$ cat src/rtl/ld_cell_steer_mon.sv
// Load-cell steer monitor: group sums, L-R diff, hysteresis/dwell FSM.
// Optional build macro LD_FAST_SIM_EN shortens the dwell to TMR_FAST.
module ld_cell_steer_mon #(
   parameter int          NUM_CELLS    = 4,
   parameter logic [11:0] MIN_RIDER_WT = 12'h200,
   parameter logic [11:0] WT_HYST      = 12'h040,
   parameter int          DIFF_SHIFT   = 2,
   parameter logic [25:0] TMR_MAX      = 26'd67_108_863,
   parameter logic [14:0] TMR_FAST     = 15'd32_767,
   localparam int         GW = 12 + $clog2(NUM_CELLS/2),
   localparam int         SW = GW + 1
) (
   input  logic                    clk,
   input  logic                    rst_n,
   input  logic [12*NUM_CELLS-1:0] ld,
   input  logic                    ld_vld,
   output logic [SW-1:0]           sum_wt,
   output logic [SW-1:0]           ld_cell_diff,
   output logic                    rider_off,
   output logic                    en_steer
);

`ifdef LD_FAST_SIM_EN
   localparam int          TW    = 15;
   localparam logic [TW-1:0] DWELL = TMR_FAST;
`else
   localparam int          TW    = $clog2(TMR_MAX + 1);
   localparam logic [TW-1:0] DWELL = TW'(TMR_MAX);
`endif

   localparam logic [SW-1:0] ON_LVL  = SW'(MIN_RIDER_WT) + SW'(WT_HYST);
   localparam logic [SW-1:0] OFF_LVL = SW'(MIN_RIDER_WT) - SW'(WT_HYST);

   localparam logic [1:0] S_OFF   = 2'd0;
   localparam logic [1:0] S_WAIT  = 2'd1;
   localparam logic [1:0] S_STEER = 2'd2;

   logic [GW-1:0] lsum;
   logic [GW-1:0] rsum;
   logic [SW-1:0] abs_diff;
   logic [SW-1:0] quarter;
   logic          on_thr;
   logic          off_thr;
   logic          small_d;
   logic          large_d;
   logic [1:0]    state;
   logic [1:0]    nxt_state;
   logic [TW-1:0] tmr;
   logic [TW-1:0] nxt_tmr;

   // Left/right group sums of the current cell readings
   always_comb begin
      lsum = '0;
      rsum = '0;
      for (int k = 0; k < NUM_CELLS/2; k++)
         lsum = lsum + GW'(ld[12*k +: 12]);
      for (int k = NUM_CELLS/2; k < NUM_CELLS; k++)
         rsum = rsum + GW'(ld[12*k +: 12]);
   end

   // Capture total and signed difference on each fresh reading set
   always_ff @(posedge clk or negedge rst_n) begin
      if (!rst_n) begin
         sum_wt       <= '0;
         ld_cell_diff <= '0;
      end else if (ld_vld) begin
         sum_wt       <= SW'(lsum) + SW'(rsum);
         ld_cell_diff <= SW'(lsum) - SW'(rsum);
      end
   end

   // Threshold compares on the registered values
   always_comb begin
      abs_diff = ld_cell_diff[SW-1] ? -ld_cell_diff : ld_cell_diff;
      quarter  = sum_wt >> DIFF_SHIFT;
      on_thr   = (sum_wt >= ON_LVL);
      off_thr  = (sum_wt < OFF_LVL);
      small_d  = (abs_diff < quarter);
      large_d  = (abs_diff > (sum_wt - quarter));
   end

   // Next-state and dwell-timer logic; off_thr dominates
   always_comb begin
      nxt_state = state;
      nxt_tmr   = tmr;
      case (state)
         S_OFF: begin
            if (on_thr) begin
               nxt_state = S_WAIT;
               nxt_tmr   = '0;
            end
         end
         S_WAIT: begin
            if (off_thr)
               nxt_state = S_OFF;
            else if (!small_d)
               nxt_tmr = '0;
            else if (tmr >= DWELL)
               nxt_state = S_STEER;
            else
               nxt_tmr = tmr + TW'(1);
         end
         S_STEER: begin
            if (off_thr)
               nxt_state = S_OFF;
            else if (large_d) begin
               nxt_state = S_WAIT;
               nxt_tmr   = '0;
            end
         end
         default: begin
            nxt_state = S_OFF;
            nxt_tmr   = '0;
         end
      endcase
   end

   // State, timer and flags decoded from the next state
   always_ff @(posedge clk or negedge rst_n) begin
      if (!rst_n) begin
         state     <= S_OFF;
         tmr       <= '0;
         rider_off <= 1'b1;
         en_steer  <= 1'b0;
      end else begin
         state     <= nxt_state;
         tmr       <= nxt_tmr;
         rider_off <= (nxt_state == S_OFF);
         en_steer  <= (nxt_state == S_STEER);
      end
   end

endmodule
$ cat config.mk
export PLATFORM = sky130hd
export DESIGN_NAME = ld_cell_steer_mon
export DESIGN_NICKNAME = d
export VERILOG_FILES = /design/src/rtl/ld_cell_steer_mon.sv
export SDC_FILE = /design/constraint.sdc
export NUM_CORES = 1
export LEC_CHECK = 0
export CORE_UTILIZATION = 57
export DETAILED_ROUTE_END_ITERATION = 16
export PLACE_DENSITY_LB_ADDON = 0.12
export RECOVER_POWER = 25
export SKIP_LAST_GASP = 1
export SLEW_MARGIN = 25
export SYNTH_ARGS = -nofsm -noshare
export SYNTH_HDL_FRONTEND = slang
export SYNTH_SLANG_ARGS = --single-unit
$ cat constraint.sdc
create_clock -name clk -period 4.85 [get_ports clk]
set_input_delay 1.2125 -clock clk [delete_from_list [all_inputs] [get_ports clk]]
set_output_delay 1.2125 -clock clk [all_outputs]
set_load 0.005 [all_outputs]
==> impl_metrics.csv <==
group,metric,value,unit
yosys,synth-seq-area-share,0.229,
global_route,grt_use_total,0.285,
floorplan,die_h,107,um
global_route,grt_pass1_vias,5746,
cts,max-clock-path-buffers,2,
route,drt_iter0_drc,426,
yosys,ys_ff_latch,57,
sta,fin_tns_setup,0,ns
worst_setup_path,crit_path_end_kind,"flop",
route,finalWirelength,15.6,mm
sta,holdWs,0.540,ns
yosys,postSynthCellCount,767,
global_route,overflow,0,
cts,post_cts_buffers,0,
place,place_congestion,0.929,
yosys,synthMuxAreaShare,0.00984,
floorplan,die_area,11400,um2
yosys,synth_top_area_share,0.225,
sta,tightest_slew,1.94,ns
yosys,synthTopCellsByCount,"ha_1, nor2_1, a21oi_1, dfrtp_1, inv_1",
yosys,syn_nets,913,
yosys,synth_area_per_cell,8.13,um2
floorplan,num_rows,37,
worst_setup_path,cp.required,5.08,ns
pwr,ir_drop,0.000390,V
sta,max_freq,218,MHz
worst_setup_path,slowest_stage,"clkdlybuf4s50_1",
route,vias_per_cell,6.03,
yosys,synthArstFlopShare,1.00,
yosys,synth_xor_area_frac,0.0787,
place,port_buffers,80,
sta,setup_ws,0.273,ns
worst_setup_path,max_stage_delay,0.46,ns
worst_hold_path,min_path_type,"flop to flop",
worst_setup_path,crit_path_cell_trace,"clkdlybuf4s50_1 -> ha_1 -> inv_1 -> fa_1 -> nor2b_1 -> o21ai_0 -> a21boi_1 -> o21a_1 -> nor2_1 -> xnor2_1 -> ha_1 -> or4_1 -> a221oi_1 -> o41ai_2 -> a21boi_0 -> buf_4 -> o21a_1 -> o31ai_1",
route,vias,6023,
worst_setup_path,timing.critical_path.buf_inv,3,
final_layout,nNetsFinal,1004,
final_layout,final.fill_count,893,
yosys,synth_edf_count,0,
final_layout,area_delta_synth_final,20.2,%
worst_setup_path,crit_type,"primary input to flop",
pwr,leakagePower,3.45,nW
place,dpl_worst_slack,-0.0761,ns
yosys,synth-simple-area-share,0.206,
cts,clkLatencyLatePin,0.35,ns
floorplan,start_util,0.596,
global_route,grt_pass1_wl,26.1,mm
yosys,synth_compound_area_frac,0.231,
yosys,synth_cell_types,66,
final_layout,drive_above_1_share,0.0591,
sta,period_share,0.944,
floorplan,io_pins,81,
cts,cts_tree,"yes",
yosys,synth_top_area_cell,"dfrtp_1",
sta,rsz0062_at_grt,"true",
route,wl_per_cell,15.6,um
global_route,antenna_found_initial,0,
yosys,synth_fa_ha_area_frac,0.197,
sta,drv_slew,37,
worst_setup_path,critPathArrivalTime,4.80,ns
status,violations,"max-capacitance violations, max-slew violations",
worst_setup_path,startpoint_type,"primary input",
sta,fin_crit,4.58,ns
cts,cts_hold_buf,0,
floorplan,core_area,10500,um2
final_layout,antenna_cells,0,
cts,cts_root_buf,"clkbuf_8",
worst_setup_path,cp_max_fo,2,
sta,max_slew_margin,-0.296,
global_route,grt_max_degree,37,
pwr,total_power,4.35,mW
yosys,ys_warn_count,0,
cts,clock-sinks,57,
cts,htreeDepth,3,
floorplan,dieWidth,107,um
sta,skew,0.0138,ns
status,outcome,"finished with violations",
route,drc_errors,0,
pwr,power.density,581,nW/um2
route,dr.pass1.iters,5,
cts,clk_pin_slew_worst_paths,0.07,ns
place,dp_hpwl,12.4,mm
final_layout,post-route-util,0.716,
yosys,syn-cell-area,6230,um2
sta,hold_viol,0,
yosys,yosysMostFrequentCell,"ha_1",
sta,finalSetupViolCount,0,
route,antenna_left,0,
yosys,synth_top_family_by_area,"compound AO/OA/AOI/OAI gates",
cts,cts-buffers-inserted,9,
yosys,synthTopCellsByArea,"dfrtp_1, ha_1, xnor2_1",
worst_setup_path,critPathTopFamily,"compound AO/OA/AOI/OAI gates",
yosys,synth_ff_type,"dfrtp_1",
job,drv_cap,1,
==> layout by cell type, fill, tap and decap left out, types with 6 or more instances in the layout <==
| cell | n |
|---|---|
| nand2_1 | 54 |
| o21ai_0 | 40 |
| dfrtp_1 | 56 |
| o211ai_1 | 6 |
| a22o_1 | 13 |
| o21a_1 | 10 |
| nor2b_1 | 9 |
| and2_1 | 6 |
| nor4_1 | 12 |
| a21oi_1 | 58 |
| nand2b_1 | 15 |
| a31oi_1 | 6 |
| nand4_1 | 15 |
| o21bai_1 | 7 |
| or4_1 | 6 |
| nor2_1 | 79 |
| nand3_1 | 23 |
| ha_1 | 90 |
| o31ai_1 | 8 |
| clkbuf_8 | 10 |
| xnor2_1 | 40 |
| inv_1 | 56 |
| a211oi_1 | 8 |
| buf_4 | 18 |
| xor2_1 | 16 |
| and3_1 | 6 |
| a21o_1 | 24 |
| clkdlybuf4s50_1 | 79 |
| nor3_1 | 14 |
==> state kept, by name (all words and copies together) (netlist names) <==
signal        cells
rider_off         1
tmr              26
ld_cell_diff     13
en_steer          1
state             2
sum_wt           14
==> kinds of logic after synthesis <==
group,after synthesis
flops,57
xor+xnor,56
compound gates,218
mux,6
simple gates,259
fa+ha+maj,95
buf+inv,76
==> metal layers <==
layer / vias to the layer above / routed length, um / GRT usage
met2: 196 / 7520 / 0.494
met4: 0 / 159 / 0.0783
met1: 2847 / 7170 / 0.377
met5: - / 0 / 0
li1: 2964 / - / -
met3: 16 / 737 / 0.0298
==> worst paths after layout <==
path                                 from                to  slack, ns  cells past startpoint
worst min register to register     tmr[4]            tmr[4]       0.54                      1
min in group asynchronous           rst_n         sum_wt[1]       1.12                      1
worst min-delay path               tmr[4]            tmr[4]       0.54                      1
worst max register to register  sum_wt[2]           tmr[17]       0.28                     18
worst max-delay path                ld[0]  ld_cell_diff[11]       0.27                     18
max in group asynchronous           rst_n            tmr[9]       1.31                      2
==> cell type report <==
cell class / count / area (um2) / share of cell area
well taps: 136 / 170 / 0.0227
flip-flops and latches: 57 / 1430 / 0.191
multi-input cells: 634 / 4530 / 0.605
inverters: 56 / 210 / 0.0281
clock buffers: 11 / 141 / 0.0189
repair buffers: 100 / 953 / 0.127
clock inverters: 5 / 55.1 / 0.00735
==> through the flow <==
stage          area, um2  instances
3_3_place_gp        7270        983
6_report            7490        999
2_1_floorplan       6230        767
3_5_place_dp        7270        983
5_1_grt             7490        999
4_1_cts             7470        999
==> timing repair <==
| item | in CTS | in global routing |
|---|---|---|
| resized for setup | 1 | 7 |
| endpoints found under the setup margin | 1 | 20 |
| pin swaps | 0 | 1 |
| hold endpoints to repair | 0 | 0 |
| cloned | 0 | 0 |
==> power by group <==
group	switching [mW]	internal, mW	leakage [nW]
registers	0.197	0.594	0.723
clock network	0.201	0.249	0.0953
logic	1.67	1.43	2.63
total	2.07	2.28	3.45
(Power assumes the default switching activity.)
